`src/rtl/rat_call_stack.sv`:
```
// -----------------------------------------------------------------------------
// rat_call_stack
//
// Hardware return stack for the RAT MCU. It is a LIFO of WIDTH-bit entries,
// DEPTH deep. The control unit pushes PC_COUNT on CALL or interrupt entry and
// pops on RET/RETI. TOS feeds the program counter's FROM_STACK input.
//
// Parameters
//   WIDTH  bits per entry (>= 1)
//   DEPTH  number of entries (power of two, >= 2)
//   PTR_W  derived index width; leave at its default
//
// Ports
//   clk      rising-edge clock
//   RESET_N  asynchronous active-low reset of COUNT and status
//   CLR      synchronous clear of stack and status (highest priority)
//   PUSH     push DIN this cycle
//   POP      pop the top entry this cycle
//   ERR_CLR  synchronous clear of OVF/UNF (a new error in the same cycle wins)
//   DIN      data to push
//   TOS      top of stack, 0 when empty; depends only on registered state
//   COUNT    number of valid entries, 0..DEPTH
//   EMPTY    COUNT == 0
//   FULL     COUNT == DEPTH
//   OVF      sticky: push attempted while full without a pop
//   UNF      sticky: pop attempted while empty
//   HWM      maximum COUNT reached since reset/CLR
// -----------------------------------------------------------------------------
module rat_call_stack #(
    parameter int WIDTH = 10,
    parameter int DEPTH = 32,
    parameter int PTR_W = $clog2(DEPTH)
) (
    input  logic             clk,
    input  logic             RESET_N,
    input  logic             CLR,
    input  logic             PUSH,
    input  logic             POP,
    input  logic             ERR_CLR,
    input  logic [WIDTH-1:0] DIN,
    output logic [WIDTH-1:0] TOS,
    output logic [PTR_W:0]   COUNT,
    output logic             EMPTY,
    output logic             FULL,
    output logic             OVF,
    output logic             UNF,
    output logic [PTR_W:0]   HWM
);

    localparam logic [PTR_W:0]   DEPTH_C  = (PTR_W+1)'(DEPTH);
    localparam logic [PTR_W:0]   CNT_ONE  = (PTR_W+1)'(1);
    localparam logic [PTR_W-1:0] IDX_ONE  = PTR_W'(1);

    // Storage is deliberately not reset: COUNT alone decides what is valid.
    logic [WIDTH-1:0] mem [DEPTH];

    logic [PTR_W:0]   count_reg, count_next;
    logic             ovf_reg, ovf_next;
    logic             unf_reg, unf_next;
    logic [PTR_W:0]   hwm_reg, hwm_next;

    logic             is_empty;
    logic             is_full;
    logic [PTR_W-1:0] top_idx;
    logic [PTR_W-1:0] wr_addr;
    logic             wr_en;
    logic             ovf_set;
    logic             unf_set;

    assign is_empty = (count_reg == '0);
    assign is_full  = (count_reg == DEPTH_C);

    // When full the low PTR_W bits of COUNT are zero, so the modular
    // subtraction lands on DEPTH-1, which is exactly the top entry.
    assign top_idx = count_reg[PTR_W-1:0] - IDX_ONE;

    // Push+pop on a non-empty stack replaces the top in place; every other
    // write goes to the first free slot (slot 0 when empty).
    assign wr_addr = (PUSH && POP && !is_empty) ? top_idx : count_reg[PTR_W-1:0];
    assign wr_en   = !CLR && PUSH && (POP || !is_full);

    assign ovf_set = PUSH && !POP && is_full;
    // A pop on an empty stack is an underflow even when paired with a push.
    assign unf_set = POP && is_empty;

    always_comb begin
        count_next = count_reg;
        if (CLR) begin
            count_next = '0;
        end else if (PUSH && !POP) begin
            if (!is_full) begin
                count_next = count_reg + CNT_ONE;
            end
        end else if (POP && !PUSH) begin
            if (!is_empty) begin
                count_next = count_reg - CNT_ONE;
            end
        end else if (PUSH && POP && is_empty) begin
            count_next = CNT_ONE;
        end
    end

    always_comb begin
        ovf_next = ovf_reg;
        unf_next = unf_reg;
        hwm_next = hwm_reg;
        if (CLR) begin
            ovf_next = 1'b0;
            unf_next = 1'b0;
            hwm_next = '0;
        end else begin
            // Set wins over ERR_CLR in the same cycle.
            ovf_next = ovf_set || (ovf_reg && !ERR_CLR);
            unf_next = unf_set || (unf_reg && !ERR_CLR);
            hwm_next = (count_next > hwm_reg) ? count_next : hwm_reg;
        end
    end

    always_ff @(posedge clk or negedge RESET_N) begin
        if (!RESET_N) begin
            count_reg <= '0;
            ovf_reg   <= 1'b0;
            unf_reg   <= 1'b0;
            hwm_reg   <= '0;
        end else begin
            count_reg <= count_next;
            ovf_reg   <= ovf_next;
            unf_reg   <= unf_next;
            hwm_reg   <= hwm_next;
        end
    end

    // One write-enabled register per entry.
    generate
        for (genvar gi = 0; gi < DEPTH; gi++) begin : g_entry
            always_ff @(posedge clk) begin
                if (wr_en && (wr_addr == PTR_W'(gi))) begin
                    mem[gi] <= DIN;
                end
            end
        end
    endgenerate

    assign TOS   = is_empty ? '0 : mem[top_idx];
    assign COUNT = count_reg;
    assign EMPTY = is_empty;
    assign FULL  = is_full;
    assign OVF   = ovf_reg;
    assign UNF   = unf_reg;
    assign HWM   = hwm_reg;

endmodule
```
`config.mk`:
```
export PLATFORM = sky130hd
export DESIGN_NAME = rat_call_stack
export DESIGN_NICKNAME = d
export VERILOG_FILES = /design/src/rtl/rat_call_stack.sv
export SDC_FILE = /design/constraint.sdc
export NUM_CORES = 1
export LEC_CHECK = 0
export BUFFER_PORTS_ARGS = -buffer_cell sky130_fd_sc_hd__buf_2
export CORE_MARGIN = 2
export CORE_UTILIZATION = 40
export DETAILED_ROUTE_END_ITERATION = 6
export PLACE_DENSITY = 0.52
export SLEW_MARGIN = 20
export SYNTH_ARGS = -nofsm -noshare
export SYNTH_HDL_FRONTEND = slang
export SYNTH_SLANG_ARGS = --single-unit
```
`constraint.sdc`:
```
create_clock -name clk -period 4.27 [get_ports clk]
set_clock_uncertainty 0.15 [all_clocks]
set_input_delay 0.854 -clock clk [delete_from_list [all_inputs] [get_ports clk]]
set_output_delay 0.854 -clock clk [all_outputs]
set_load 0.1 [all_outputs]
```
# After elaboration in Yosys (flattened, before gate mapping)
# Memory sizes are Yosys's and may differ from the RTL's.
# Cells that the tools add are included.
# word_totals
regBits	14
mem_bits_rw	320
in_bits	16
n_memories	1
# classes
n_addsub	3
magnitude_cmp	1
n_eq_ne	32
n_mux	169
reduce_logical	86
# memory_table
name	depth	word_bits	read_ports	rd_clocked_by_memory_dff	write_ports	line_no	rtl
mem	32	10	1	0	1	55	logic [WIDTH-1:0] mem [DEPTH];
# ops
operator	n
$mux 10	32
$reduce_or 10->1	31
$mux 5	32
$mux 1	97
$eq 5x5->1 const B	16
$mux 6	8
$logic_and 1x1->1	43
$eq 5x4->1 const B	8
$eq 5x3->1 const B	4
$eq 5x2->1 const B	2
$add 6x1->6 const B	1
$eq 6x6->1 const B	1
$gt 6x6->1	1
$logic_not 1->1	6
$logic_not 6->1	1
$sub 6x1->6 const B	1
$eq 5x1->1 const B	1
$logic_not 5->1	1
$sub 5x1->5 const B	1
$logic_or 1x1->1	3
$reduce_bool 2->1	1

# Longest topological paths before layout
# logic_depth
word_depth	40
ltp_mapped	15

# Worst setup path after synthesis
# Ideal clock, no wire load.
# synth_path
kind	reg2out
from	register count_reg[0] (netlist: COUNT[0])
to	output TOS[0]
arrival_time_ps	4116
required_time_ps	3266
setup_slack_ps	-850
stages_incl_launch_ff	10
path_buffers	4
path_cell_list	dfrtp_1 -> buf_4 -> inv_1 -> ha_1 -> buf_2 -> buf_2 -> clkbuf_1 -> mux4_2 -> mux2i_1 -> o221ai_1
# synth_between
elab_chain_len	3
elab_cells_between_ends	4
cone_classes	add/sub: 1; mux: 1; reduce/logical: 1; memory: 1
# synth_lines
item	line_no	rtl
from (decl)	57	logic [PTR_W:0] count_reg, count_next;
from (signal assigned)	126	count_reg <= count_next;
$sub 5x1->5	75	assign top_idx = count_reg[PTR_W-1:0] - IDX_ONE;
$mem_v2 32x10	-	
$mux 10 (*)	144	assign TOS = is_empty ? '0 : mem[top_idx];
to (decl)	41	output logic [WIDTH-1:0] TOS,
# Every way passes the cells marked *; elsewhere a longest branch is shown, timed or not.

# Worst setup path in the final report
# layout_path
from	register count_reg[0] (netlist: COUNT[0])
to	output TOS[2]
# Same word-level chain as after synthesis.

==> results.txt <==
status = finished, final reports clean
Total Power = 10.3 mW
GRT Overall Usage = 0.183
Pleak = 5.42 nW
Cells after DPL = 1205
CP max FO = 28
top cells by area, synth = edfxtp_1 (70%), mux4_2 (13%), mux2i_1 (3.0%)
clk_lat worst skew = 0.50 ns
worst path cell trace = inv_1 > ha_4 > buf_12 > mux4_2 > mux2i_1 > o22a_1 > o221ai_4 > buf_4
Min-Delay Path Class = primary input to async pin
fin crit share = 0.966
Post-DP HPWL = 19400 um
setup TNS = 0 ns
layout cell share with drive strength beyond 1 = 0.325
fill count = 2839
post-layout util = 0.478
Crit. End Element = output pin
drt first pass iters = 5
Slew HR = 0.352
post-synth cell types = 63
Reg2Reg Setup Slack = 0.44 ns
Die Y = 190 um
maximum clock frequency = 242 MHz
syn_nets = 728
clock slew at reported path FFs = 0.06 ns
vias per std cell = 5.51
DP Area = 0.0150 mm2
PortBufs = 41
CP startpoint = COUNT[0]
initial antenna violation count = 0
Setup CP Type = flip-flop to output pin
Crit path max-delay family = buffers and inverters
Initial Utilization = 0.403
delay of the slowest critical-path stage = 0.50 ns
WP data required = 3.27 ns
hold_ws = 0.0984 ns
core box area = 0.0343 mm2
Async S/R FF share, synth = 0.0419
CP Depth = 8
critical path endpoint = TOS[2]
Synth Warn # = 0
Post-synth top cells = edfxtp_1 (320), mux4_2 (80), mux2i_1 (42), nor2_1 (42), buf_2 (20)
cells on worst reg2reg path = 13
fin area = 0.0164 mm2
crit path time final = 4.13 ns
largest net degree at the start of global routing = 92
Syn-to-layout area delta = 18.7%
Slew @ Worst Pin = 0.972 ns
first-pass GRT wire length = 48000 um
RR Endpoint = HWM[3]
CP Buf/Inv Count = 3
CTS tree = built
ANT nets after route = 0
PwrDens = 627 mW/mm2
fin cells = 1285
Top FF cell, synth = edfxtp_1
Synth area leader = edfxtp_1
CTS buffer count = 37
DIE AREA = 0.0360 mm2
crit path max-delay cell type = dfrtp_4
Die Wd = 190 um
Final setup viols = 0
Worst EP arrival = 3.12 ns
clock root cell = clkbuf_16
Max VDD drop = 589 uV
Synth Area per Inst = 19.6 um2
H-tree Lvls = 2
post-synth top area share = 0.695
average wire per standard cell = 25.3 um
Post-synth EDFFs = 320
Syn Std Cell Area = 0.0138 mm2
DRC Markers = 0
critical path launch point type = flip-flop
unrepaired setup endpoints after global routing = false
grt ovf = 0
vias in the first global route = 7397
clock sinks = 334
max-slew violations = 0
Worst Setup Slack, final = 0.144 ns
CTS Buffer Depth = 3
most frequent cell after synthesis = edfxtp_1
initial DRC count = 663
Post-Synthesis Cells = 704
Placement Setup Slack = 0.302 ns
fin nets = 823
worst reg2reg startpoint = COUNT[0]
GP Congestion = 0.886
flops & latches, synth = 334
sequential element share of the synthesized area = 0.721
via count = 7084
row count = 68
max_cap viols = 0
Routed WL = 32500 um
Top Ports = 42
Final Hold Viols = 0
## worst register-to-register path, stage by stage (launching register included)
cell,delay [ns]
dfrtp_4,0.55
inv_1,0.20
ha_4,0.20
or4b_4,0.58
nor2_8,0.15
o31ai_1,0.09
a211oi_2,0.27
nor2_1,0.10
ha_1,0.31
nand3_1,0.08
or2_2,0.28
o21a_1,0.16
nor2_1,0.22
mux2_2,0.38
## where the power goes
part	switching [mW]	internal (mW)
clock	1.26	1.92
combinational	2.11	1.29
sequential	0.0480	3.66
## flip-flops by register name (all words and copies together) (netlist names)
| name | cells |
|---|---|
| OVF | 1 |
| UNF | 1 |
| COUNT | 6 |
| mem | 320 |
| HWM | 6 |
## cells by family after synthesis
group,count (synthesis),synth area share
compound gates,77,0.0459
simple gates,102,0.0397
fa+ha+maj,8,0.00724
buf+inv,53,0.0195
xor+xnor,5,0.00371
mux,125,0.163
flops,334,0.721
## cell type report
| cell class | count | area [um2] | area share |
|---|---|---|---|
| clock buffer | 45 | 998 | 0.0609 |
| timing repair buffer | 95 | 843 | 0.0514 |
| multi-input combinational | 317 | 3730 | 0.227 |
| tap | 455 | 569 | 0.0347 |
| sequential | 334 | 9960 | 0.607 |
| clock inverter | 23 | 238 | 0.0145 |
| inverter | 14 | 52.6 | 0.00320 |
| antenna | 2 | 5.00 | 0.000305 |
## cell usage in the layout, fill, tap and decap left out, types with 6 or more instances in the layout
master,count
clkbuf_1,6
buf_12,11
dfrtp_1,13
edfxtp_1,320
a21oi_1,10
a21o_1,7
buf_4,47
nand2_1,14
nor2b_1,7
clkinv_2,6
inv_1,14
nand3_1,10
clkbuf_16,41
ha_1,7
nor2_1,42
mux2i_1,42
buf_2,33
mux4_2,80
o22a_1,11
o221ai_2,6
## layer usage
metal | vias up | part of all wire | track usage
met5 | - | 0 | 0
met4 | 0 | 0.017 | 0.0417
met3 | 39 | 0.058 | 0.0336
met2 | 192 | 0.51 | 0.310
met1 | 3744 | 0.42 | 0.248
li1 | 3109 | - | -
## repair_timing
action,CTS,global route
pin swaps,1,1
setup endpoints to repair,10,8
buffers inserted,5,3
hold buffers,0,0
gates resized for setup,6,1
gates cloned,0,2
## worst min path at each step
stage | start | end | slack (ns) | depth (start not counted)
after floorplan | RESET_N | COUNT[0] | 0.41 | 0
after global placement | HWM[3] | HWM[3] | 0.38 | 1
after detailed placement | HWM[2] | HWM[2] | 0.38 | 1
after CTS | RESET_N | COUNT[3] | 0.1 | 1
after global routing | RESET_N | COUNT[4] | 0.10 | 1
final | RESET_N | UNF | 0.1 | 1
No activity file was read; power rests on OpenSTA's default activity.
